### config.mk
export PLATFORM = sky130hd
export DESIGN_NAME = inv_shift_row
export DESIGN_NICKNAME = d
export VERILOG_FILES = /design/src/rtl/inv_shift_row.sv
export SDC_FILE = /design/constraint.sdc
export NUM_CORES = 1
export LEC_CHECK = 0
export ABC_AREA = 1
export CAP_MARGIN = 20
export CORE_ASPECT_RATIO = 1.2
export CORE_MARGIN = 3
export CORE_UTILIZATION = 56
export CTS_BUF_LIST = sky130_fd_sc_hd__clkbuf_8
export DETAILED_ROUTE_END_ITERATION = 10
export PLACE_DENSITY = 0.91
export SYNTH_ARGS = -nofsm -noshare
export SYNTH_HDL_FRONTEND = slang
export SYNTH_SLANG_ARGS = --single-unit
### constraint.sdc
create_clock -name clk -period 4.5 [get_ports clk]
set_input_delay 0.45 -clock clk [delete_from_list [all_inputs] [get_ports clk]]
set_output_delay 0.45 -clock clk [all_outputs]
set_load 0.01 [all_outputs]
### src/rtl/inv_shift_row.sv
// AES InvShiftRows pipeline stage with a valid/ready handshake and a 2-entry skid buffer.
// Optional per-byte parity transport and checking is enabled by defining INV_SHIFT_ROW_PARITY_EN.
module inv_shift_row #(
  parameter int CNT_W = 16
) (
  input  logic             clk,
  input  logic             rst,
  input  logic             flush,
  input  logic             inValid,
  output logic             inReady,
  input  logic [0:127]     dataIn,
  output logic             outValid,
  input  logic             outReady,
  output logic [0:127]     dataOut,
  output logic [CNT_W-1:0] blkCount
`ifdef INV_SHIFT_ROW_PARITY_EN
  ,
  input  logic [0:15]      dataInPar,
  output logic [0:15]      dataOutPar,
  output logic             parErr
`endif
);

  // Output byte 4c+r takes input byte 4*((c-r) mod 4)+r.
  function automatic logic [0:127] inv_shift(input logic [0:127] s);
    logic [0:127] o;
    o = '0;
    for (int c = 0; c < 4; c++) begin
      for (int r = 0; r < 4; r++) begin
        o[8*(4*c+r) +: 8] = s[8*(4*((c-r+4)%4)+r) +: 8];
      end
    end
    return o;
  endfunction

  function automatic logic [0:15] byte_par(input logic [0:127] d);
    logic [0:15] p;
    p = '0;
    for (int k = 0; k < 16; k++) begin
      p[k] = ^d[8*k +: 8];
    end
    return p;
  endfunction

  logic [0:127]     main_data_q, main_data_d;
  logic [0:127]     skid_data_q, skid_data_d;
  logic             main_valid_q, main_valid_d;
  logic             skid_valid_q, skid_valid_d;
  logic [CNT_W-1:0] cnt_q, cnt_d;
  logic [0:127]     xf_s;
  logic             accept_s;
  logic             drain_s;
`ifdef INV_SHIFT_ROW_PARITY_EN
  logic [0:15]      main_par_q, main_par_d;
  logic [0:15]      skid_par_q, skid_par_d;
  logic             par_err_q, par_err_d;
  logic [0:15]      xf_par_s;
`endif

  assign xf_s     = inv_shift(dataIn);
  assign accept_s = inValid & ~skid_valid_q;
  assign drain_s  = main_valid_q & outReady;

  assign inReady  = ~skid_valid_q;
  assign outValid = main_valid_q;
  assign dataOut  = main_data_q;
  assign blkCount = cnt_q;
`ifdef INV_SHIFT_ROW_PARITY_EN
  assign xf_par_s   = byte_par(xf_s);
  assign dataOutPar = main_par_q;
  assign parErr     = par_err_q;
`endif

  // Next-state for main/skid storage, block counter and parity tracking.
  always_comb begin
    main_data_d  = main_data_q;
    skid_data_d  = skid_data_q;
    main_valid_d = main_valid_q;
    skid_valid_d = skid_valid_q;
    cnt_d        = accept_s ? (cnt_q + {{(CNT_W-1){1'b0}}, 1'b1}) : cnt_q;
`ifdef INV_SHIFT_ROW_PARITY_EN
    main_par_d   = main_par_q;
    skid_par_d   = skid_par_q;
    par_err_d    = par_err_q | (accept_s & (dataInPar != byte_par(dataIn)));
`endif
    if (flush) begin
      main_valid_d = 1'b0;
      skid_valid_d = 1'b0;
    end else if (skid_valid_q) begin
      // inReady is low here, so the only possible event is promoting the skid entry.
      if (drain_s) begin
        main_data_d  = skid_data_q;
        skid_valid_d = 1'b0;
`ifdef INV_SHIFT_ROW_PARITY_EN
        main_par_d   = skid_par_q;
`endif
      end else begin
        skid_valid_d = skid_valid_q;
      end
    end else if (!main_valid_q || drain_s) begin
      if (accept_s) begin
        main_data_d  = xf_s;
        main_valid_d = 1'b1;
`ifdef INV_SHIFT_ROW_PARITY_EN
        main_par_d   = xf_par_s;
`endif
      end else if (drain_s) begin
        main_valid_d = 1'b0;
      end else begin
        main_valid_d = main_valid_q;
      end
    end else begin
      if (accept_s) begin
        skid_data_d  = xf_s;
        skid_valid_d = 1'b1;
`ifdef INV_SHIFT_ROW_PARITY_EN
        skid_par_d   = xf_par_s;
`endif
      end else begin
        skid_valid_d = skid_valid_q;
      end
    end
  end

  // State registers; asynchronous active-low reset clears everything.
  always_ff @(posedge clk or negedge rst) begin
    if (!rst) begin
      main_data_q  <= '0;
      skid_data_q  <= '0;
      main_valid_q <= 1'b0;
      skid_valid_q <= 1'b0;
      cnt_q        <= '0;
`ifdef INV_SHIFT_ROW_PARITY_EN
      main_par_q   <= '0;
      skid_par_q   <= '0;
      par_err_q    <= 1'b0;
`endif
    end else begin
      main_data_q  <= main_data_d;
      skid_data_q  <= skid_data_d;
      main_valid_q <= main_valid_d;
      skid_valid_q <= skid_valid_d;
      cnt_q        <= cnt_d;
`ifdef INV_SHIFT_ROW_PARITY_EN
      main_par_q   <= main_par_d;
      skid_par_q   <= skid_par_d;
      par_err_q    <= par_err_d;
`endif
    end
  end

endmodule
==> impl_metrics.csv <==
group,metric,value,unit
status,status,"finished, violations left",
status,violations,"hold timing",
grt,grt_max_degree,163,
detailed_routing,ant_nets,0,
sta,worst_slew_pin_slew,985.5,ps
synth,ys_seq_elements,274,
detailed_routing,wirelength,30.64,mm
synth,synth.avg_cell_area,8.923,µm²
sta,grt_setup_unrepaired,"no",
synth,synth_edf_count,0,
sta,setup_ws,1864,ps
place,pre_cts_slack,1528,ps
grt,grt_pass1_wl,48.82,mm
floorplan,die_w,138.0,µm
detailed_routing,num_vias,10040,
worst_setup_path,cp-start-kind,"register",
sta,period_share,0.5858,
cts,ctsHoldBuffers,0,
sta,drv_slew,0,
place,dp_hpwl,19.80,mm
synth,synthTopCellsByArea,"dfrtp_1 (59%), nand2_1 (13%), o21ai_1 (9.1%), o21ai_0 (4.3%), inv_1 (3.4%)",
worst_setup_path,critPathTopFamily,"buffers and inverters",
cts,cts_tree,"built",
worst_setup_path,critPathLaunch,"skid_valid_q",
flow_run,max_cap_violations,0,
final_layout,fill_cells,1361,
worst_setup_path,worstSetupEndpointType,"register",
worst_setup_path,crit_buf_inv,3,
worst_setup_path,worstPathRequired,4870,ps
worst_setup_path,r2r-end,"skid_data_q[106]",
grt,grt_overflow,0,
hold_path,hp-class,"in -> async",
worst_setup_path,cpPeakStageDelay,510,ps
detailed_routing,drtIter0Drc,666,
final_layout,seqCellArea,6858,µm²
synth,synth.net_count,1446,
cts,postCtsSetupRepairBufs,0,
floorplan,die-area,22680,µm²
cts,cts.repair.resized,0,
synth,synthFlopType,"dfrtp_1",
detailed_routing,drcViolationCount,0,
floorplan,coreArea,20400,µm²
sta,skew,13.04,ps
detailed_routing,drt_pass1_iterations,5,
worst_setup_path,cp.arrival,3000,ps
worst_setup_path,critical_path_class,"reg -> reg",
sta,finalSetupTns,0,ps
place,port-buffer-count,278,
cts,cts-root-buf,"clkbuf_8",
worst_setup_path,slowest_stage,"inv_4",
cts,cts_buffers,42,
pwr,leakagePower,0.007540,µW
worst_setup_path,path_max_fanout,162,
detailed_routing,wl_per_cell,16.46,µm
grt,antenna_found_initial,3,
synth,syn_area,11710,µm²
final_layout,area_growth_syn_to_layout,31.70,%
synth,yosysWarnings,0,
worst_setup_path,rr_worst_depth,7,
sta,period_needed,2636,ps
floorplan,start_util,0.5740,
synth,async_reset_ff_frac,1.000,
cts,clk_latency,520,ps
worst_setup_path,rr_startpoint,"skid_valid_q",
place,gp_congestion,0.8595,
floorplan,pin_count,279,
detailed_routing,via_per_inst,5.390,
sta,relSlewSlack,0.3430,
grt,grt_usage,0.2677,
cts,cts_buffer_depth,3,
floorplan,rows,57,
floorplan,die_h,164.4,µm
final_layout,multi_input_area,3984,µm²
final_layout,fin_util,0.7559,
synth,synth_top_cell_area_share,0.5857,
cts,clkSinkCount,274,
pwr,power.density,461.3,nW/µm²
synth,seq_area_frac_synth,0.5857,
worst_setup_path,rrSetupSlack,1860,ps
sta,hold_viol,17,
sta,setup_violations,0,
final_layout,final_nets,1699,
place,dp_cells,1785,
sta,hold_slack,-43.96,ps
grt,grt_pass1_vias,10030,
worst_setup_path,crit_path_cell_trace,"inv_4 > nand2_4 > inv_2 > nand2_8 > buf_4 > nand2_1 > o21ai_1",
synth,ys_types,27,
cts,h-tree-depth,2,
final_layout,drive_above_1_share,0.05576,
cts,cts.reportedPaths.clkPinSlew,70,ps
final_layout,finalNonFillerCells,1862,
synth,synthesis.instances,1312,
synth,synth_top_area_cell,"dfrtp_1",
pwr,ir_drop,0.0002742,V
sta,max_freq,379.4,MHz
[metrics by stage]
| stage | cell area [µm²] | total power [µW] |
|---|---|---|
| after floorplan | 11710 | 4071 |
| after global placement | 14520 | 4907 |
| after detailed placement | 14520 | 5008 |
| after CTS | 15400 | 7143 |
| after global routing | 15420 | 7512 |
| final | 15420 | 7113 |
[how the worst max path moves through the flow]
stage	depth (start not counted)	to	slack, ps
5_1_grt	7	skid_data_q[106]	1650
2_1_floorplan	4	inReady	3010
3_5_place_dp	7	skid_data_q[18]	1530
4_1_cts	2	inReady	1870
3_3_place_gp	7	skid_data_q[31]	1590
6_report	7	skid_data_q[106]	1860
[report_power, final]
| part | total, µW | internal [µW] | switching [µW] | leakage (µW) |
|---|---|---|---|---|
| clock | 2110 | 1170 | 943 | 0.000499 |
| sequential | 3360 | 3010 | 347 | 0.00344 |
| combinational | 1640 | 847 | 794 | 0.00360 |
| total | 7110 | 5030 | 2080 | 0.00754 |
[flip-flops by register name, indices dropped and copies added (netlist names)]
signal        flops
dataOut         128
skid_data_q     128
blkCount         16
outValid          1
skid_valid_q      1
[metal layers]
metal	up-vias	track usage	wire length, µm	part of all wire
li1	4746	-	-	-
met1	4721	0.3223	11650	0.38
met2	453	0.4518	15110	0.49
met3	113	0.06368	2299	0.075
met4	4	0.1294	1552	0.051
met5	-	0	31	0.0010
[Yosys cell counts, drive strengths merged (3+ instances only)]
| master | count |
|---|---|
| nand2 | 414 |
| buf | 60 |
| clkbuf | 23 |
| xor2 | 6 |
| xnor2 | 4 |
| nor3 | 3 |
| o21ai | 315 |
| dfrtp | 274 |
| mux2i | 35 |
| inv | 108 |
| nand3 | 44 |
| nor2 | 19 |
| nand4 | 3 |
[final cells by class]
cell class              count  share of cell area
inverters                 108             0.02645
multi-input cells         847              0.2584
clock inverters            19            0.007060
clock buffers              56             0.04999
diodes                      1           0.0001623
well taps                 265             0.02150
repair buffers            292              0.1917
flip-flops and latches    274              0.4448
[worst reg2reg max path, cell delays in order (launching register included)]
cell and delay (ps):
dfrtp_2 420, inv_4 510, nand2_4 190, inv_2 160, nand2_8 490, buf_4 570, nand2_1 70, o21ai_1 60
[logic make-up after synthesis]
kind of cell,after synthesis,synth area share
buffers and inverters,191,0.07599
flip-flops,274,0.5857
multiplexers,35,0.02992
XOR/XNOR,10,0.007481
AO/OA/AOI/OAI,317,0.1367
adder cells (fa/ha/maj),1,0.001069
AND/OR/NAND/NOR,484,0.1632
[cell usage in the layout, fill, tap and decap left out, types with 2 or more instances in the layout]
cell	synthesis	routed
buf_12	0	5
buf_4	3	9
clkbuf_8	0	56
clkdlybuf4s50_1	0	277
clkinv_2	0	6
dfrtp_1	274	273
inv_1	105	116
inv_2	2	2
mux2i_1	35	35
nand2_1	412	412
nand3_1	44	44
nand4_1	3	3
nor2_1	18	18
nor3_1	2	2
o21ai_0	101	101
o21ai_1	213	213
xnor2_1	4	4
xor2_1	6	6
No activity file was read; power rests on OpenSTA's default activity.
